### src/rtl/ssd_pkg.sv
// -----------------------------------------------------------------------------
// ssd_pkg
// Shared definitions for the seven-segment scan decoder:
//   - STABLE_CYCLES_DEFAULT : default dwell length before a digit is accepted
//   - state_t               : scan FSM state encoding
//   - sample_t              : one synchronised snapshot of the display lines
//   - SEG_CODE              : active-low cathode pattern for each hex value
// -----------------------------------------------------------------------------
package ssd_pkg;

  localparam int STABLE_CYCLES_DEFAULT = 16;

  typedef enum logic [1:0] {
    IDLE   = 2'd0,  // no single anode selected
    SETTLE = 2'd1,  // one anode low, waiting for the lines to stay put
    HELD   = 2'd2   // this dwell has already been evaluated
  } state_t;

  // Field order matches the raw line order {An3..An0, Ca..Cg, Dp}.
  typedef struct packed {
    logic [3:0] an;   // an[i] is the active-low select for digit i
    logic [6:0] seg;  // {Ca,Cb,Cc,Cd,Ce,Cf,Cg}, Ca in the MSB
    logic       dp;   // active-low decimal point
  } sample_t;

  // Active-low segment patterns, indexed by the hex value they display.
  localparam logic [0:15][6:0] SEG_CODE = {
    7'b0000001,  // 0
    7'b1001111,  // 1
    7'b0010010,  // 2
    7'b0000110,  // 3
    7'b1001100,  // 4
    7'b0100100,  // 5
    7'b0100000,  // 6
    7'b0001111,  // 7
    7'b0000000,  // 8
    7'b0001100,  // 9
    7'b0001000,  // A
    7'b1100000,  // b
    7'b0110001,  // C
    7'b1000010,  // d
    7'b0110000,  // E
    7'b0111000   // F
  };

endpackage

### src/rtl/ssd_cathode_to_hex.sv
// -----------------------------------------------------------------------------
// ssd_cathode_to_hex
// Combinational reverse lookup from an active-low segment pattern to the hex
// value it shows.
//   seg   : {Ca..Cg} active-low cathode levels
//   hex   : decoded value (0 when the pattern is not recognised)
//   legal : 1 when seg matches one of the 16 hex glyphs
// -----------------------------------------------------------------------------
module ssd_cathode_to_hex
  import ssd_pkg::*;
(
  input  logic [6:0] seg,
  output logic [3:0] hex,
  output logic       legal
);

  // NOTE: every always_comb output gets a default first so no path can
  // leave it unassigned and infer a latch.
  always_comb begin
    hex   = 4'h0;
    legal = 1'b0;
    for (int i = 0; i < 16; i++) begin
      if (seg == SEG_CODE[i]) begin
        hex   = 4'(i);
        legal = 1'b1;
      end
    end
  end

endmodule

### src/rtl/ssd_scan_decoder.sv
// -----------------------------------------------------------------------------
// ssd_scan_decoder
// Watches a multiplexed 4-digit seven-segment display bus and recovers the
// hex value and decimal point shown on each digit.
//   ClkPort      : system clock, rising edge
//   reset        : asynchronous active-high reset
//   An0..An3     : active-low anode selects (An0 = digit 0)
//   Ca..Cg, Dp   : active-low segment and decimal-point cathodes
//   dig0..dig3   : last accepted hex value per digit
//   dp_out       : last accepted decimal point per digit, 1 = lit
//   frame_valid  : one-cycle pulse once all four digits have been accepted
//   code_err     : one-cycle pulse on an unknown glyph or multiple anodes low
// A digit is accepted only after its lines have been identical for
// STABLE_CYCLES consecutive synchronised samples.
// -----------------------------------------------------------------------------
module ssd_scan_decoder
  import ssd_pkg::*;
#(
  parameter int STABLE_CYCLES = STABLE_CYCLES_DEFAULT
) (
  input  logic       ClkPort,
  input  logic       reset,
  input  logic       An0,
  input  logic       An1,
  input  logic       An2,
  input  logic       An3,
  input  logic       Ca,
  input  logic       Cb,
  input  logic       Cc,
  input  logic       Cd,
  input  logic       Ce,
  input  logic       Cf,
  input  logic       Cg,
  input  logic       Dp,
  output logic [3:0] dig0,
  output logic [3:0] dig1,
  output logic [3:0] dig2,
  output logic [3:0] dig3,
  output logic [3:0] dp_out,
  output logic       frame_valid,
  output logic       code_err
);

  localparam logic [7:0] CNT_LAST = 8'(STABLE_CYCLES - 1);

  // ---------------------------------------------------------------------------
  // Input synchroniser plus one-sample history for change detection
  // ---------------------------------------------------------------------------
  sample_t raw, sync1, sample, prev;

  assign raw = {An3, An2, An1, An0, Ca, Cb, Cc, Cd, Ce, Cf, Cg, Dp};

  // NOTE: sequential state uses non-blocking assignments so every flop
  // samples its input from before the edge, keeping the pipeline order intact.
  // Synchroniser flops reset to all-ones, which is the idle (blanked) bus.
  always_ff @(posedge ClkPort or posedge reset) begin
    if (reset) begin
      sync1  <= '1;
      sample <= '1;
      prev   <= '1;
    end else begin
      sync1  <= raw;
      sample <= sync1;
      prev   <= sample;
    end
  end

  // ---------------------------------------------------------------------------
  // Anode classification
  // ---------------------------------------------------------------------------
  logic [3:0] lows, prev_lows;
  logic       one_low, multi_low, prev_multi, changed;
  logic [1:0] sel;

  assign lows       = ~sample.an;
  assign prev_lows  = ~prev.an;
  // A nonzero vector with a single set bit clears when ANDed with itself - 1.
  assign one_low    = (lows != 4'b0) && ((lows & (lows - 4'd1)) == 4'b0);
  assign multi_low  = (lows != 4'b0) && !one_low;
  assign prev_multi = (prev_lows != 4'b0) &&
                      ((prev_lows & (prev_lows - 4'd1)) != 4'b0);
  assign changed    = (sample != prev);

  always_comb begin
    sel = 2'd0;
    for (int i = 0; i < 4; i++) begin
      if (lows[i]) sel = 2'(i);
    end
  end

  // ---------------------------------------------------------------------------
  // Glyph lookup
  // ---------------------------------------------------------------------------
  logic [3:0] hex;
  logic       legal;

  ssd_cathode_to_hex u_cathode_to_hex (
    .seg   (sample.seg),
    .hex   (hex),
    .legal (legal)
  );

  // ---------------------------------------------------------------------------
  // Scan FSM
  // ---------------------------------------------------------------------------
  state_t     state, state_next;
  logic [7:0] cnt, cnt_next;
  logic       eval, multi_err;

  always_ff @(posedge ClkPort or posedge reset) begin
    if (reset) begin
      state <= IDLE;
      cnt   <= '0;
    end else begin
      state <= state_next;
      cnt   <= cnt_next;
    end
  end

  always_comb begin
    state_next = state;
    cnt_next   = cnt;
    eval       = 1'b0;
    multi_err  = 1'b0;

    if (lows == 4'b0000) begin
      // Blanking interval: abandon any dwell without evaluating it.
      state_next = IDLE;
      cnt_next   = '0;
    end else if (multi_low) begin
      // Flag only the first sample of a multi-anode episode.
      state_next = IDLE;
      cnt_next   = '0;
      multi_err  = !prev_multi;
    end else begin
      unique case (state)
        IDLE: begin
          state_next = SETTLE;
          cnt_next   = '0;
        end
        SETTLE: begin
          if (changed) begin
            cnt_next = '0;
          end else begin
            cnt_next = (cnt == 8'hFF) ? cnt : cnt + 8'd1;
            // Evaluate on the edge where the count arrives at its last value,
            // so a steady input is captured 2 + STABLE_CYCLES edges after it
            // appears on the pins.
            if (cnt_next >= CNT_LAST) begin
              eval       = 1'b1;
              state_next = HELD;
            end
          end
        end
        HELD: begin
          if (changed) begin
            state_next = SETTLE;
            cnt_next   = '0;
          end
        end
        default: begin
          state_next = IDLE;
          cnt_next   = '0;
        end
      endcase
    end
  end

  // ---------------------------------------------------------------------------
  // Digit registers, capture mask and status pulses
  // ---------------------------------------------------------------------------
  logic [3:0] dig_q [4];
  logic [3:0] mask, mask_base;

  // A full mask is consumed by the frame_valid cycle; a capture landing in
  // that same cycle starts the next frame.
  assign mask_base = (mask == 4'hF) ? 4'h0 : mask;

  // NOTE: the digit registers are a tiny register file, not a RAM, and their
  // reset value is architecturally visible, so every entry is reset.
  always_ff @(posedge ClkPort or posedge reset) begin
    if (reset) begin
      for (int i = 0; i < 4; i++) dig_q[i] <= 4'h0;
      dp_out      <= 4'b0000;
      mask        <= 4'b0000;
      frame_valid <= 1'b0;
      code_err    <= 1'b0;
    end else begin
      frame_valid <= (mask == 4'hF);
      code_err    <= multi_err | (eval & !legal);
      if (eval && legal) begin
        dig_q[sel]  <= hex;
        dp_out[sel] <= ~sample.dp;
        mask        <= mask_base | (4'b0001 << sel);
      end else begin
        mask        <= mask_base;
      end
    end
  end

  assign dig0 = dig_q[0];
  assign dig1 = dig_q[1];
  assign dig2 = dig_q[2];
  assign dig3 = dig_q[3];

endmodule

### config.mk
export PLATFORM = sky130hd
export DESIGN_NAME = ssd_scan_decoder
export DESIGN_NICKNAME = d
export VERILOG_FILES = /design/src/rtl/ssd_pkg.sv /design/src/rtl/ssd_cathode_to_hex.sv /design/src/rtl/ssd_scan_decoder.sv
export SDC_FILE = /design/constraint.sdc
export NUM_CORES = 1
export LEC_CHECK = 0
export BUFFER_PORTS_ARGS = -buffer_cell sky130_fd_sc_hd__buf_2
export CAP_MARGIN = 20
export CORE_AREA = 2 2 86 88
export DETAILED_ROUTE_END_ITERATION = 10
export DIE_AREA = 0 0 88 90
export PLACE_DENSITY = 0.68
export SLEW_MARGIN = 5
export SYNTH_ARGS = -nofsm -noshare
export SYNTH_HDL_FRONTEND = slang
export SYNTH_HIERARCHICAL = 1
export SYNTH_SLANG_ARGS = --single-unit
export TNS_END_PERCENT = 20
### constraint.sdc
create_clock -name ClkPort -period 5.83 [get_ports ClkPort]
set_input_delay 1.166 -clock ClkPort [delete_from_list [all_inputs] [get_ports ClkPort]]
set_output_delay 1.166 -clock ClkPort [all_outputs]
set_load 0.005 [all_outputs]
Yosys cells after proc, flatten, opt, wreduce, memory -nomap -nowiden:

Index checks and enable logic that the tools add are counted.

* register bits: 72
* output and inout port bits: 22

* add/sub/neg operators: 3
* magnitude comparators: 5
* equal/unequal tests: 23
* shift-type cells: 1
* mux-type cells: 61
* bitwise logic cells: 9
* reductions and logical operators: 17

Operators by type and width (number)
* two-way mux 4 bit: 11
* two-way mux 8 bit: 5
* equality test 7 x 6 -> 1 bit, second input constant: 5
* equality test 7 bit, second input constant: 4
* two-way mux 1 bit: 26
* equality test 7 x 4 -> 1 bit, second input constant: 3
* two-way mux 2 bit: 9
* bitwise mux 16 bit: 1
* one-hot mux 8 bit (2 select lines): 1
* two-way mux 3 bit: 4
* inequality test 12 bit: 1
* inequality test 4 bit, second input constant: 3
* nonzero test 4 bit: 3
* adder 8 x 1 -> 8 bit, second input constant: 1
* AND 4 bit: 2
* demux 4 bit (select 2 bit): 1
* equality test 8 bit, second input constant: 1
* greater-or-equal comparator 8 x 4 -> 1 bit, second input constant: 1
* logical NOT 4 bit: 2
* NOT 4 bit: 2
* subtractor 4 x 1 -> 4 bit, second input constant: 2
* equality test 7 x 1 -> 1 bit, second input constant: 1
* equality test 7 x 3 -> 1 bit, second input constant: 1
* equality test 7 x 5 -> 1 bit, second input constant: 1
* other kinds (21): 28

Depth between registers and ports, before layout:

Gate-level depths: netlist of the first run.

* word-level depth: 20
* mapped depth: 9
* gate-level depth less buffers: 7

By module:

Netlist of the first run, hierarchy kept.

Modules (own cells, without submodules)
* ssd_scan_decoder: instances 1, cells an instance 209, area each 2934.1 µm²
* ssd_cathode_to_hex: instances 1, cells an instance 64, area each 461.7 µm²

Least setup slack after synthesis of the first run:

Ideal clock, no wire load.

* path type: register to register
* start: register cnt[0]
* end: register dig_q (netlist bit dig2[0])
* library setup time: 0.125 ns
* data arrival time: 2.390 ns
* data required time: 5.705 ns
* slack: 3.315 ns
* stages on the path, launching flop included: 10
* buffers on the path: 2
* period minus slack after synthesis: 2.515 ns
* cell sequence: dfrtp_1 -> ha_1 -> and4_1 -> buf_6 -> and4b_1 -> o221ai_2 -> nor3_4 -> or4_1 -> buf_6 -> mux2_4

* longest elaborated chain between the ends: 9

RTL lines
* from (decl): line ssd_scan_decoder.sv:107 `logic [7:0] cnt, cnt_next;`
* from (signal assigned): line ssd_scan_decoder.sv:116 `cnt <= cnt_next;`
* adder 8 x 1 -> 8 bit / equality test 8 bit (equally long branches): line ssd_scan_decoder.sv:145 `cnt_next = (cnt == 8'hFF) ? cnt : cnt + 8'd1;`
* two-way mux 8 bit (*): line ssd_scan_decoder.sv:145
* greater-or-equal comparator 8 x 4 -> 1 bit (*): line ssd_scan_decoder.sv:149 `if (cnt_next >= CNT_LAST) begin`
* two-way mux 1 bit (*): line ssd_scan_decoder.sv:149
* two-way mux 1 bit (*): line ssd_scan_decoder.sv:142 `if (changed) begin`
* two-way mux 1 bit (*): line ssd_scan_decoder.sv:136 `unique case (state)`
* two-way mux 1 bit (*): line ssd_scan_decoder.sv:130 `end else if (multi_low) begin`
* two-way mux 1 bit (*): line ssd_scan_decoder.sv:126 `if (lows == 4'b0000) begin`
* logical AND 1 bit (*): line ssd_scan_decoder.sv:191 `if (eval && legal) begin`
* to (signal, indexed assignment): line ssd_scan_decoder.sv:192 `dig_q[sel] <= hex;`
* to (decl): line ssd_scan_decoder.sv:172 `logic [3:0] dig_q [4];`

Mark *: on every way between the ends. The rest lies on a longest branch, timed or not.
A chain may end at the register's enable or synchronous reset.

Worst setup path after layout of the first run:

* start: register sample[7] in the netlist's numbering
* end: register dig_q (netlist bit dig2[1])

* longest elaborated chain between the ends: 18

RTL lines
* from (decl): line ssd_scan_decoder.sv:49 `sample_t raw, sync1, sample, prev;`
* from (signal assigned): line ssd_scan_decoder.sv:63 `sample <= sync1;`
* equality test 7 x 1 -> 1 bit: line ssd_cathode_to_hex.sv:23 `if (seg == SEG_CODE[i]) begin`
* two-way mux 1 bit (16 in series): line ssd_cathode_to_hex.sv:23
* logical AND 1 bit: line ssd_scan_decoder.sv:191

Several ways; a longest one is shown, not always the timed one.

==> results of run 1 <==
state kept, by name, summed over array words and instances (netlist names):
signal and flops:
cnt 8, code_err 1, dig0 4, dig1 4, dig2 4, dig3 4
dp_out 4, frame_valid 1, mask 4, prev 12, sample 12, state 2
sync1 12
cells in the final DEF, fill, tap and decap left out, types with 3 or more instances in the layout:
master / netlist / routed
and3b_1: 3 / 3
dfstp_2: 36 / 36
mux2_4: 4 / 4
clkinv_2: 0 / 3
nand3b_1: 7 / 7
xnor2_1: 16 / 16
clkbuf_1: 0 / 3
nand4_1: 6 / 6
a21o_1: 4 / 4
mux2i_1: 4 / 4
mux2_2: 4 / 4
inv_1: 10 / 9
nand2_1: 19 / 19
mux2_1: 8 / 8
buf_2: 3 / 35
a31oi_1: 6 / 6
o21ai_0: 5 / 5
clkbuf_8: 0 / 9
and3_1: 3 / 3
nor2_1: 10 / 10
nand3_1: 5 / 5
a21oi_1: 8 / 8
nand2b_1: 3 / 3
nor3b_1: 3 / 3
o22a_1: 3 / 3
dfrtp_1: 36 / 36
kinds of logic (layout without fill, tap and decap cells):
family / after synthesis / count (layout)
and+or+nand+nor: 93 / 93
muxes: 21 / 21
buffers and inverters: 25 / 62
xor gates and xnor gates: 17 / 17
AOI/OAI and AO/OA: 42 / 42
DFF: 72 / 72
adders and majority gates: 3 / 3
per-stage QoR:
stage	worst slack (ns)	instance area, um2	std cells	hold WS [ns]
final	2.95	3760	409	0.355
after global placement	3.02	3580	393	0.345
after global routing	2.70	3760	409	0.360
after CTS	2.93	3760	409	0.357
after detailed placement	2.93	3580	393	0.347
after floorplan	2.90	3400	273	0.345
path summary, 6_finish.rpt:
path                       slack [ns]                start                   to  cells after the start
setup / recovery                 2.95  sample[7]$_DFF_PP1_  dig2[1]$_DFFE_PP0P_                      6
hold / removal                   0.36   sync1[8]$_DFF_PP1_  sample[8]$_DFF_PP1_                      0
setup reg to reg                 2.95  sample[7]$_DFF_PP1_  dig2[1]$_DFFE_PP0P_                      6
hold reg to reg                  0.36   sync1[8]$_DFF_PP1_  sample[8]$_DFF_PP1_                      0
max in group asynchronous        4.21                reset   cnt[3]$_DFFE_PP0P_                      3
min in group asynchronous        1.08                reset  dig1[0]$_DFFE_PP0P_                      3
routing by layer:
| layer | up-vias | track usage (%) | wire (um) |
|---|---|---|---|
| met5 | - | 0 | 0 |
| met4 | 0 | 6.15 | 85 |
| met3 | 8 | 6.15 | 232 |
| met2 | 37 | 26.1 | 3080 |
| met1 | 1080 | 22.9 | 2710 |
| li1 | 1047 | - | - |
power groups by stage:
| stage | registers [mW] | clock network [mW] | logic (mW) |
|---|---|---|---|
| after detailed placement | 0.552 | 0 | 0.0500 |
| after global placement | 0.550 | 0 | 0.0495 |
| final | 0.543 | 0.369 | 0.0490 |
| after CTS | 0.543 | 0.384 | 0.0501 |
| after global routing | 0.546 | 0.405 | 0.0558 |
| after floorplan | 0.541 | 0 | 0.0459 |
cell type report:
| cell class | count | area, um2 | share of cell area [%] |
|---|---|---|---|
| Clock buffer | 12 | 135 | 3.60 |
| Clock inverter | 4 | 45.0 | 1.20 |
| Multi-Input combinational cell | 176 | 1390 | 36.9 |
| Sequential cell | 72 | 1850 | 49.1 |
| Timing Repair Buffer | 36 | 183 | 4.86 |
| Inverter | 10 | 37.5 | 0.999 |
| Tap cell | 99 | 124 | 3.30 |
worst register-to-register path, cell delays in order, from the launching register on:
cell	delay, ns
dfstp_2	0.72
xnor2_1	0.16
nand4_1	0.10
nor3_2	0.35
nand3_2	0.33
or4_1	0.74
mux2_4	0.36
==> impl_metrics.py, run 1 <==
metrics = {
    "power_and_ir_drop": {
        "finalPower_uw": 961,
        "p_switching_uw": 218,
        "switching_share_pct": 22.7,
        "p_int_uw": 743,
        "combPwrFrac_pct": 5.1,
        "power.share.sequential_pct": 56.5,
        "peakVddDrop_mv": 0.161,
        "clockPowerShare_pct": 38.4,
        "leakage_nw": 1.79,
        "power_density_nw_per_um2": 256,
    },
    "logic_synthesis": {
        "avgSynthCellArea_um2": 12.4,
        "synth.area.top_cells": "dfstp_2, dfrtp_1, xnor2_1, mux2_1, nand2_1",
        "synth.top_cell.area_share_pct": 27.9,
        "synthCells": 273,
        "synth_top_area_cell": "dfstp_2",
        "ys_warn_count": 6,
        "synthMuxAreaShare_pct": 7.33,
        "syn-num-nets": 288,
        "synth_top_family_by_area": "simple AND/OR/NAND/NOR gates",
        "ys.flop_type": "dfstp_2",
        "synth_edf_count": 0,
        "ys_types": 71,
        "ys_top_cells_by_count": "dfrtp_1, dfstp_2, nand2_1, xnor2_1",
        "yosys.area_share.xor_xnor_pct": 4.38,
        "async_reset_ff_share_pct": 100,
        "synth-compound-area-share_pct": 8.95,
        "synth_seq_cells": 72,
        "ys_seq_area_share_pct": 54.4,
        "netlist_area_um2": 3400,
        "synthSimpleGateAreaFrac_pct": 19.2,
        "synth-adder-area-share_pct": 0.958,
    },
    "floorplan": {
        "start_util_pct": 48.4,
        "die_h_um": 90,
        "core_um2": 7020,
        "num_rows": 31,
        "die_width_um": 88,
        "ioPinCount": 36,
        "dieArea_um2": 7920,
    },
    "global_routing": {
        "overflow": 0,
        "antenna_found_initial": 0,
        "track_usage_pct": 17.3,
        "grt_start_max_net_pins": 73,
        "grt_pass1_wl_um": 10400,
        "grt_pass1_vias": 2122,
    },
    "worst_setup_path": {
        "slowest_stage": "or4_1",
        "critical_path.top_delay_family": "simple AND/OR/NAND/NOR gates",
        "crit_buf_inv": 0,
        "worstPathArrival_ns": 3.11,
        "slowest_delay_ns": 0.74,
        "crit_chain": "xnor2_1, nand4_1, nor3_2, nand3_2, or4_1, mux2_4",
        "path_max_fanout": 19,
        "required_ns": 6.06,
        "critical_path_class": "flip-flop to flip-flop",
        "startpoint_type": "flip-flop",
        "end_kind": "flip-flop",
    },
    "run_status": {
        "status": "completed",
    },
    "clock_tree": {
        "ctsRootBufferMaster": "clkbuf_8",
        "clk_path_buf_depth": 2,
        "cts-resized-gates": 0,
        "clkTransAtPathRegs_ns": 0.07,
        "insertion_delay_ns": 0.34,
        "ctsHoldBuffers": 0,
        "htree_levels": 3,
        "tritoncts": "done",
        "postCtsSetupRepairBufs": 0,
        "clock_sinks": 72,
        "numCtsBuffers": 9,
    },
    "sta": {
        "period_share_pct": 49.5,
        "slew_viol_final": 0,
        "rsz0062_at_grt": "false",
        "skew_ns": 0.0102,
        "setup_viol": 0,
        "max_slew_margin_pct": 43.3,
        "worst-slew-pin-transition_ns": 0.851,
        "hold_viol": 0,
        "max_freq_mhz": 347,
        "tns_ns": 0,
        "period_needed_ns": 2.88,
    },
    "route": {
        "vias": 2172,
        "wl_per_cell_um": 14.9,
        "routed_wl_um": 6100,
        "ant_nets": 0,
        "drc": 0,
        "avgViaCountPerCell": 5.31,
        "first_iter_violations": 77,
        "firstDrtPassIters": 4,
    },
    "placement": {
        "place.gp.congestion": 0.830,
        "port_buffers": 35,
        "dp_hpwl_um": 4110,
    },
    "layout": {
        "layout.nets": 320,
        "layout-drive-gt1-share_pct": 37.7,
        "final_util_pct": 53.5,
        "syn_to_final_growth_pct": 10.7,
        "fill_cells": 624,
        "antenna_cells": 0,
    },
    "run": {
        "drv_cap": 0,
    },
    "hold_path": {
        "hold_class": "flip-flop to flip-flop",
    },
}
No activity file was read; power rests on OpenSTA's default activity.
==> inputs of run 2 (changes only) <==
- clock period: 5.83 -> 3 ns (I/O delays scaled with it)
==> run 2 against run 1 <==
  * Non-clock buffer count grew 4
  * Cell count grew 0.98%
  * Via count is essentially flat
  * Critical endpoint unchanged
==> impl_metrics.py, run 2 (synthesized netlist as in run 1, its figures left out) <==
metrics = {
    "placement": {
        "pre_cts_slack_ns": 0.282,
        "dp_cells": 397,
        "placedInstanceArea_um2": 3620,
        "dp_hpwl_um": 4150,
        "port_buffers": 35,
        "place.gp.congestion": 0.913,
    },
    "route": {
        "firstDrtPassIters": 4,
        "routed_wl_um": 6020,
        "ant_nets": 0,
        "vias": 2173,
        "first_iter_violations": 82,
        "avgViaCountPerCell": 5.26,
        "drc": 0,
        "wl_per_cell_um": 14.6,
    },
    "power_and_ir_drop": {
        "leakage_nw": 1.81,
        "peakVddDrop_mv": 0.425,
        "power_density_nw_per_um2": 484,
    },
    "floorplan": {
        "dieArea_um2": 7920,
        "core_um2": 7020,
        "num_rows": 31,
        "die_width_um": 88,
        "ioPinCount": 36,
        "start_util_pct": 48.4,
        "die_h_um": 90,
    },
    "sta": {
        "slew_viol_final": 0,
        "period_needed_ns": 2.71,
        "skew_ns": 0.0126,
        "rsz0062_at_grt": "false",
        "hold_viol": 0,
        "tns_ns": 0,
        "max_slew_margin_pct": 54.0,
        "worst-slew-pin-transition_ns": 0.689,
        "period_share_pct": 90.3,
        "setup_viol": 0,
        "fin_ws_ns": 0.291,
        "max_freq_mhz": 369,
    },
    "run": {
        "drv_cap": 0,
    },
    "layout": {
        "antenna_cells": 0,
        "syn_to_final_growth_pct": 11.8,
        "layout_common_cells": "dfrtp_1, dfstp_2, buf_2",
        "final_util_pct": 54.1,
        "reg.largest.list": "prev: 12 flops, sample: 12 flops, sync1: 12 flops",
        "finalInstanceArea_um2": 3800,
        "fill_cells": 615,
        "layout-drive-gt1-share_pct": 38.9,
        "layout.nets": 324,
        "fin_cells": 413,
    },
    "global_routing": {
        "overflow": 0,
        "grt_pass1_vias": 2188,
        "track_usage_pct": 17.4,
        "grt_start_max_net_pins": 41,
        "antenna_found_initial": 0,
        "grt_pass1_wl_um": 10800,
    },
    "clock_tree": {
        "clock_sinks": 72,
        "cts-resized-gates": 0,
        "numCtsBuffers": 9,
        "clkTransAtPathRegs_ns": 0.08,
        "insertion_delay_ns": 0.35,
        "postCtsSetupRepairBufs": 0,
        "ctsHoldBuffers": 0,
        "tritoncts": "done",
        "ctsRootBufferMaster": "clkbuf_8",
        "clk_path_buf_depth": 2,
        "htree_levels": 3,
    },
    "worst_setup_path": {
        "worstRegToRegCells": 7,
        "required_ns": 3.23,
        "worstPathArrival_ns": 2.94,
        "critical_path_class": "flip-flop to flip-flop",
        "end_kind": "flip-flop",
        "path_max_fanout": 8,
        "startpoint_type": "flip-flop",
    },
    "hold_path": {
        "hold_class": "flip-flop to flip-flop",
        "holdPathStages": 0,
    },
    "run_status": {
        "status": "completed",
    },
}
[run 2: cell count changes in the layout (fill, tap and decap cells not counted)]
cell       previous run  this run
clkbuf_8              9        11
clkbuf_1              3         2
clkinv_2              3         2
buf_4                 1         4
buf_12                0         1
bufinv_16             1         0
inv_4                 0         1
[run 2: routing by layer]
layer | wire length [um] | part of all wire, % | GRT usage (%) | vias up
li1 | - | - | - | 1053
met1 | 2680 | 45 | 22.4 | 1063
met2 | 2970 | 49 | 27.5 | 44
met3 | 236 | 3.9 | 5.23 | 13
met4 | 127 | 2.1 | 6.92 | 0
met5 | 0 | 0 | 0 | -
[run 2: final timing paths]
path,startpoint,to,slack (ns)
min in group asynchronous,reset,dig1[0]$_DFFE_PP0P_,0.35
worst min-delay path,sync1[0]$_DFF_PP1_,sample[0]$_DFF_PP1_,0.34
worst max-delay path,cnt[0]$_DFFE_PP0P_,dig2[1]$_DFFE_PP0P_,0.29
worst min register to register,sync1[0]$_DFF_PP1_,sample[0]$_DFF_PP1_,0.34
max in group asynchronous,reset,prev[11]$_DFF_PP1_,1.94
worst max register to register,cnt[0]$_DFFE_PP0P_,dig2[1]$_DFFE_PP0P_,0.29
[run 2: worst max-delay path, cell delays in order, from the launching register on]
cell and delay, ns:
dfrtp_1 0.44, ha_1 0.33, and4_1 0.30, and4b_1 0.20, o221ai_2 0.27, nor3_4 0.11, or4_1 0.60, mux2_4 0.36
[run 2: area by class of cell]
cell class | instances | area [um2] | area share (%)
Clock buffer | 13 | 159 | 4.19
Clock inverter | 3 | 16.3 | 0.428
Inverter | 10 | 37.5 | 0.989
Multi-Input combinational cell | 176 | 1390 | 36.6
Sequential cell | 72 | 1850 | 48.6
Tap cell | 99 | 124 | 3.26
Timing Repair Buffer | 40 | 225 | 5.93
[run 2: through the flow]
step                hold slack [ns]  total power, mW
CTS                           0.331             1.86
finish                        0.345             1.84
floorplan                     0.345             1.14
detailed placement            0.347             1.17
global route                  0.327             1.92
global placement              0.346             1.17
[run 2: where the power goes]
group | internal (mW) | total (mW) | leakage (nW) | switching, mW
logic | 0.0463 | 0.0972 | 0.840 | 0.0509
clock network | 0.344 | 0.686 | 0.0937 | 0.343
registers | 1.02 | 1.06 | 0.880 | 0.0368
total | 1.41 | 1.84 | 1.81 | 0.430
